$ cat src/rtl/key_event_arbiter.sv
// Four-key event arbiter: per-key pending flags, round-robin grant into a small
// event FIFO, and a saturating counter of key presses merged while still pending.
module key_event_arbiter #(
    parameter int unsigned DEPTH = 4,
    parameter int unsigned CW    = 8
) (
    input  logic          clk,
    input  logic          rst,
    input  logic [3:0]    btn_pulse,
    output logic          evt_valid,
    output logic [1:0]    evt_code,
    input  logic          evt_ready,
    output logic [3:0]    pend,
    output logic          fifo_full,
    output logic [CW-1:0] drop_cnt
);

    localparam int unsigned AW = (DEPTH > 1) ? $clog2(DEPTH) : 1;

    logic [1:0]    fifo_mem [DEPTH];
    logic [AW-1:0] wr_ptr;
    logic [AW-1:0] rd_ptr;
    logic [AW:0]   occ;
    logic [1:0]    last_grant;

    logic          pop;
    logic          can_grant;
    logic          grant;
    logic [1:0]    grant_idx;
    logic [1:0]    cand;
    logic [3:0]    grant_mask;
    logic [3:0]    merged;
    logic [2:0]    merge_cnt;
    logic [CW:0]   drop_sum;
    logic [CW-1:0] drop_next;

    assign evt_valid = (occ != '0);
    assign fifo_full = (occ == (AW + 1)'(DEPTH));
    assign evt_code  = evt_valid ? fifo_mem[rd_ptr] : '0;
    assign pop       = evt_valid & evt_ready;
    // A full FIFO can still accept a grant when its head leaves this cycle.
    assign can_grant = !fifo_full || pop;

    always_comb begin
        grant     = 1'b0;
        grant_idx = '0;
        cand      = '0;
        for (int unsigned k = 1; k <= 4; k++) begin
            cand = last_grant + 2'(k);
            if (!grant && pend[cand]) begin
                grant     = 1'b1;
                grant_idx = cand;
            end
        end
        if (!can_grant) begin
            grant = 1'b0;
        end
    end

    assign grant_mask = grant ? (4'b0001 << grant_idx) : 4'b0000;
    assign merged     = btn_pulse & pend & ~grant_mask;

    always_comb begin
        merge_cnt = '0;
        for (int unsigned i = 0; i < 4; i++) begin
            merge_cnt = merge_cnt + 3'(merged[i]);
        end
        drop_sum  = {1'b0, drop_cnt} + (CW + 1)'(merge_cnt);
        drop_next = drop_sum[CW] ? '1 : drop_sum[CW-1:0];
    end

    always_ff @(posedge clk) begin
        if (rst) begin
            pend       <= '0;
            occ        <= '0;
            wr_ptr     <= '0;
            rd_ptr     <= '0;
            drop_cnt   <= '0;
            last_grant <= 2'd3;
            for (int unsigned i = 0; i < DEPTH; i++) begin
                fifo_mem[i] <= '0;
            end
        end else begin
            pend     <= btn_pulse | (pend & ~grant_mask);
            drop_cnt <= drop_next;
            if (grant) begin
                fifo_mem[wr_ptr] <= grant_idx;
                wr_ptr           <= wr_ptr + AW'(1);
                last_grant       <= grant_idx;
            end
            if (pop) begin
                rd_ptr <= rd_ptr + AW'(1);
            end
            case ({grant, pop})
                2'b10:   occ <= occ + (AW + 1)'(1);
                2'b01:   occ <= occ - (AW + 1)'(1);
                default: occ <= occ;
            endcase
        end
    end

endmodule
$ cat config.mk
export PLATFORM = sky130hd
export DESIGN_NAME = key_event_arbiter
export DESIGN_NICKNAME = d
export VERILOG_FILES = /design/src/rtl/key_event_arbiter.sv
export SDC_FILE = /design/constraint.sdc
export NUM_CORES = 1
export LEC_CHECK = 0
export ABC_AREA = 1
export CAP_MARGIN = 20
export CELL_PAD_IN_SITES_DETAIL_PLACEMENT = 1
export CELL_PAD_IN_SITES_GLOBAL_PLACEMENT = 2
export CORE_UTILIZATION = 32
export DETAILED_ROUTE_END_ITERATION = 8
export GPL_ROUTABILITY_DRIVEN = 0
export PLACE_DENSITY_LB_ADDON = 0.1
export SETUP_SLACK_MARGIN = 0.1
export SLEW_MARGIN = 15
export SYNTH_ARGS = -nofsm -noshare
export SYNTH_HDL_FRONTEND = slang
export SYNTH_SLANG_ARGS = --single-unit
export TNS_END_PERCENT = 30
$ cat constraint.sdc
create_clock -name clk -period 4.3 [get_ports clk]
set_input_delay 0.43 -clock clk [delete_from_list [all_inputs] [get_ports clk]]
set_output_delay 0.43 -clock clk [all_outputs]
set_load 0.01 [all_outputs]
* Word-level counts from Yosys, hierarchy flattened
Memory sizes are Yosys's and may differ from the RTL's. A register that Yosys moved wholly into a read port is not among the register bits.
Index checks and enable logic that the tools add are counted.
** Storage, ports and cells
- Bits in registers :: 21
- RAM bits :: 8
- Bits of input ports :: 7
- Memories :: 1
** Memory list
- fifo_mem :: words 4, width 2, read ports 1, clocked after memory_dff 1, write ports 4, RTL line 20 : logic [1:0] fifo_mem [DEPTH];
** Cells by class
- Add/sub/neg operators :: 11
- Order comparisons :: 4
- Equality and inequality tests :: 3
- Shift operators :: 1
- Muxes and demuxes :: 31
- Bitwise operators :: 6
- Reductions and logical operators :: 11
** Operator list (number)
- 2-bit 2-to-1 mux :: 9
- 1-bit 2-to-1 mux :: 15
- 4-bit bitwise AND :: 3
- 2-bit by 3-bit < comparator with 1-bit output (second input constant) :: 4
- 8-bit by 3-bit adder with 9-bit output :: 1
- 1-bit binary-select mux with 2-bit select :: 4
- 8-bit 2-to-1 mux :: 1
- 2-bit by 1-bit adder with 2-bit output (second input constant) :: 3
- 3-bit one-hot mux with 2 select lines :: 1
- 2-bit adder (second input constant) :: 2
- 1-bit logical NOT :: 4
- 4-bit 2-to-1 mux :: 1
- 4-bit inverter :: 1
- 4-bit OR :: 1
- 1-bit by 2-bit << shifter with 4-bit output (first input constant) :: 1
- 2-bit by 1-bit adder with 3-bit output :: 1
- 3-bit by 1-bit adder with 3-bit output :: 1
- 3-bit by 1-bit adder with 3-bit output (second input constant) :: 1
- 3-bit == test (second input constant) :: 1
- 1-bit logical AND :: 3
- 3-bit nonzero test :: 1
- 3-bit by 1-bit subtractor with 3-bit output (second input constant) :: 1
- 1-bit by 1-bit adder with 2-bit output :: 1
- 2-bit by 1-bit == test with 1-bit output (second input constant) :: 1
- other kinds (5) :: 5

* Depth between registers and ports, before layout
- Depth in word-level cells :: 22
- Gate-level depth with buffers :: 22

* Worst setup path before layout
No wires, ideal clock.
- Kind :: reg-to-reg
- Start point :: reg last_grant[0]
- End point :: reg drop_cnt[3]
- Library setup time :: 0.058 ns
- Data arrival time :: 3.352 ns
- Setup slack :: 0.890 ns
- Cell stages (with the launch flop) :: 23
- Buffers on the path :: 1
- Clock period less this slack :: 3.410 ns
- Cells stage by stage :: dfxtp_1 > inv_2 > buf_6 > nand2_2 > nand2_2 > nand2_2 > nand2_2 > nor2_8 > nand3_4 > nand2_8 > nor2_1 > nand2_1 > nand3_1 > fa_1 > fa_1 > inv_1 > fa_1 > nand3_1 > nor3b_1 > nand3_1 > inv_1 > o21ai_0 > inv_1
** On the way
- Cells in the longest elaborated chain, start to end :: 22
** Ends and longest elaborated chain
- start: declaration :: RTL line 24 : logic [1:0] last_grant;
- start signal: assignment :: RTL line 89 : last_grant <= grant_idx;
- 2-bit by 1-bit adder with 2-bit output :: RTL line 49 : cand = last_grant + 2'(k);
- 1-bit binary-select mux with 2-bit select :: RTL line 50 : if (!grant && pend[cand]) begin
- 1-bit 2-to-1 mux (not written as such) :: RTL line 50
- 1-bit 2-to-1 mux :: RTL line 50
- 1-bit logical NOT :: RTL line 50
- 1-bit logical AND :: RTL line 50
- 1-bit 2-to-1 mux :: RTL line 50
- 1-bit logical NOT :: RTL line 50
- [6 not listed]
- 4-bit 2-to-1 mux * :: RTL line 60 : assign grant_mask = grant ? (4'b0001 << grant_idx) : 4'b0000;
- 4-bit inverter * :: RTL line 61 : assign merged = btn_pulse & pend & ~grant_mask;
- 4-bit bitwise AND * :: RTL line 61
- 1-bit by 1-bit adder with 2-bit output :: RTL line 66 : merge_cnt = merge_cnt + 3'(merged[i]);
- 2-bit by 1-bit adder with 3-bit output :: RTL line 66
- 3-bit by 1-bit adder with 3-bit output * :: RTL line 66
- 8-bit by 3-bit adder with 9-bit output * :: RTL line 68 : drop_sum = {1'b0, drop_cnt} + (CW + 1)'(merge_cnt);
- 8-bit 2-to-1 mux * :: RTL line 69 : drop_next = drop_sum[CW] ? '1 : drop_sum[CW-1:0];
- end signal: assignment :: RTL line 85 : drop_cnt <= drop_next;
- end: declaration :: RTL line 15 : output logic [CW-1:0] drop_cnt
Every way passes the cells marked *; elsewhere a longest branch is shown, timed or not. The select of a mux whose other input is x is not followed.
A chain may end at the register's enable or synchronous reset.

* Final worst setup path
- Start point :: reg last_grant[1]
- End point :: reg drop_cnt[3]
The elaborated chain is that of the path after synthesis.

==> summary.md <==
| Metric | Value |
|---|---|
| Register area | `702 µm²` |
| Hold WC Path Type | `reg2reg` |
| Pwr/cell area | `715 nW/µm²` |
| Metal1 wirelength | `2040 µm` |
| Status | `finished clean` |
| Unrepaired setup endpoints after global routing | `no` |
| Final worst-path cycle share | `88.1%` |
| Row count | `27` |
| Core area | `5470 µm²` |
| Net Count, Synth | `245` |
| Die Height | `77.3 µm` |
| Finished Core Util | `40.1%` |
| Residual DRC count | `0` |
| DR WL/cell | `12.7 µm` |
| Synthesis-stage register bit count | `31` |
| CP Class | `reg2reg` |
| # IOs | `23` |
| Metal3 WL | `86 µm` |
| Ys Warns | `0` |
| Worst R2R End | `drop_cnt[3]$_SDFF_PP0_` |
| Worst R2R Path Depth | `21` |
| Full die area | `5980 µm²` |
| Min-delay src | `rd_ptr[1]$_SDFFE_PP0P_` |
| Fillers | `688` |
| Hold path depth | `2` |
| Starting Density | `33.2%` |
| Mean post-synth cell area | `7.83 µm²` |
| Startpoint Class | `flop` |
| Slew HR | `50.3%` |
| R2R Setup Slk | `510 ps` |
| Hold WS | `469 ps` |
| Share of cells above drive strength 1 | `15.9%` |
| Clock Tree Buf Depth | `2` |
| DP Wirelength | `3330 µm` |
| Diodes inserted | `0` |
| Final Hold Viols | `0` |
| Cts hold-fix bufs | `0` |
| Max Fanout on Critical Path | `8` |
| Largest net degree at the start of global routing | `14` |
| Gr usage total | `15.8%` |
| Fin crit period | `3790 ps` |
| Initial antenna violation count | `0` |
| Clock skew | `2.84 ps` |
| Peak supply drop | `233 µV` |
| Critical path arrival | `4020 ps` |
| Area Overhead vs Synth | `20.9%` |
| Top Layer Used | `met4` |
| Area occupied by multi-input gates | `947 µm²` |
| Remaining Overflow, GRT | `0` |
| CP required | `4530 ps` |
| DR iter-0 viols | `32` |
| Unique masters post-synth | `35` |
| Number of flops mapped to enable cells by yosys | `8` |
| Pre-antenna DRT Iters | `4` |
| Hold Path Sink | `rd_ptr[1]$_SDFFE_PP0P_` |
| Seq/Total Area, Yosys | `38.6%` |
| Upper clock frequency limit | `264 MHz` |
| Final setup violation count | `0` |
| CTS Root Cell | `clkbuf_8` |
| Setup crit end kind | `flop` |
| # nets final | `270` |
| Final ANT Viol Nets | `0` |
| Inst Count DP | `322` |
| I/O Buffers | `22` |
| Die width | `77.3 µm` |
| Post-synthesis cell count | `232` |
| Worst slew pin tran | `742 ps` |
| CTS tree | `yes` |
| H-tree depth | `2` |
| Clock Sinks | `31` |
| Fin cells | `330` |
| Clock transition at path regs | `70 ps` |
| DRT Wirelength | `4200 µm` |
| Lkg Pwr | `0.927 nW` |
| Via count | `1514` |
| CTS buffer count | `5` |
| Vias in the first global route | `1539` |
| Primary FF master, synth | `dfxtp_1` |
| Setup TNS | `0 ps` |
| First-pass GRT wire length | `7210 µm` |
| Final Slew Violations | `0` |
| Worst skew pair latency | `280 ps` |
| Vias per cell | `4.59` |
| Async SR Flop Fraction | `0%` |
| RR Startpoint | `last_grant[1]$_SDFFE_PP1P_` |
| DR WL met2 | `1990 µm` |
| Mapped cell area | `1820 µm²` |
| Max Cap Viol | `0` |
## per-stage QoR
| step | worst slack [ps] | cell area [µm²] | power, mW |
|---|---|---|---|
| 6_report | 513 | 2200 | 1.57 |
| 2_1_floorplan | 890 | 1820 | 1.12 |
| 3_3_place_gp | 444 | 2100 | 1.35 |
| 4_1_cts | 336 | 2190 | 1.60 |
| 5_1_grt | 167 | 2200 | 1.73 |
| 3_5_place_dp | 336 | 2100 | 1.35 |
## power by group
part	total [mW]	switching, mW	internal [mW]	leakage (nW)
logic	0.857	0.542	0.315	0.609
clock network	0.243	0.115	0.128	0.0449
registers	0.470	0.0808	0.389	0.273
## Yosys cell counts, drive strengths merged, types with 2 or more instances
cell	instances	share of area [%]
a21boi	2	0.83
a21oi	18	5.6
a31oi	2	0.69
buf	3	1.4
clkbuf	2	0.41
dfxtp	23	25
edfxtp	8	13
fa	4	4.4
ha	2	1.4
inv	36	7.4
nand2	56	15
nand3	20	6.2
nand4	2	0.69
nor2	27	7.8
nor3	4	1.4
o21ai	15	4.3
xor2	2	0.96
## per-layer routing
layer | vias to the layer above | GRT usage [%]
li1 | 796 | -
met1 | 697 | 19.6
met2 | 14 | 26.1
met3 | 7 | 3.18
met4 | 0 | 7.36
met5 | - | 0
## area by class of cell
cell class | count | area share (%)
multi-input cells | 160 | 43.1
flip-flops and latches | 31 | 32.0
repair buffers | 23 | 10.4
inverters | 36 | 6.15
well taps | 72 | 4.10
clock buffers | 6 | 3.76
clock inverters | 2 | 0.513
## flip-flops by register name, summed over array words and instances, names as in the netlist, named ones only
register    cells
occ             3
pend            4
wr_ptr          2
drop_cnt        8
last_grant      2
rd_ptr          2
fifo_mem        8
## cells in the final DEF (no fill, tap or decap), types with 2 or more instances in the layout
cell and count:
nor2_1 24, edfxtp_1 8, inv_2 3, inv_1 33, xor2_1 2, nand2_2 18, nand3_1 19, clkbuf_8 6
fa_1 4, a31oi_1 2, nor3_1 3, nor2_8 2, nand4_1 2, clkdlybuf4s50_1 22, a21oi_2 3, ha_1 2
o21ai_0 14, nand2_1 36, dfxtp_1 22, a21oi_1 15
## cell families after synthesis
| kind of cell | synth area share (%) |
|---|---|
| flops | 38.6 |
| xor+xnor | 1.45 |
| buf+inv | 9.30 |
| compound gates | 12.7 |
| simple gates | 32.2 |
| fa+ha+maj | 5.79 |
## how the worst max path moves through the flow
stage	startpoint	end	cells past startpoint
floorplan	last_grant[0]$_SDFFE_PP1P_	drop_cnt[3]$_SDFF_PP0_	22
global placement	last_grant[0]$_SDFFE_PP1P_	drop_cnt[3]$_SDFF_PP0_	21
detailed placement	last_grant[0]$_SDFFE_PP1P_	drop_cnt[3]$_SDFF_PP0_	21
CTS	last_grant[0]$_SDFFE_PP1P_	drop_cnt[3]$_SDFF_PP0_	21
global route	last_grant[1]$_SDFFE_PP1P_	drop_cnt[3]$_SDFF_PP0_	21
finish	last_grant[1]$_SDFFE_PP1P_	drop_cnt[3]$_SDFF_PP0_	21
## critical path, stage by stage (launching register included)
cell	delay [ps]
dfxtp_1	510
inv_2	120
nand2_1	100
nand2_2	80
nand2_2	100
nand2_4	80
nor2_8	130
nand3b_1	140
nand2_1	120
nor2_1	60
nand2_1	80
nand3_1	90
fa_1	500
fa_1	420
inv_1	90
fa_1	220
nand3_1	130
nor3b_1	250
nand3_1	200
inv_1	120
o21ai_0	100
inv_1	80
## what timing repair did
item / CTS / global route
setup endpoints to repair: 0 / 6
gates resized for setup: 0 / 1
setup buffers: 0 / 0
Note: power is estimated with default switching activity, not from simulation.
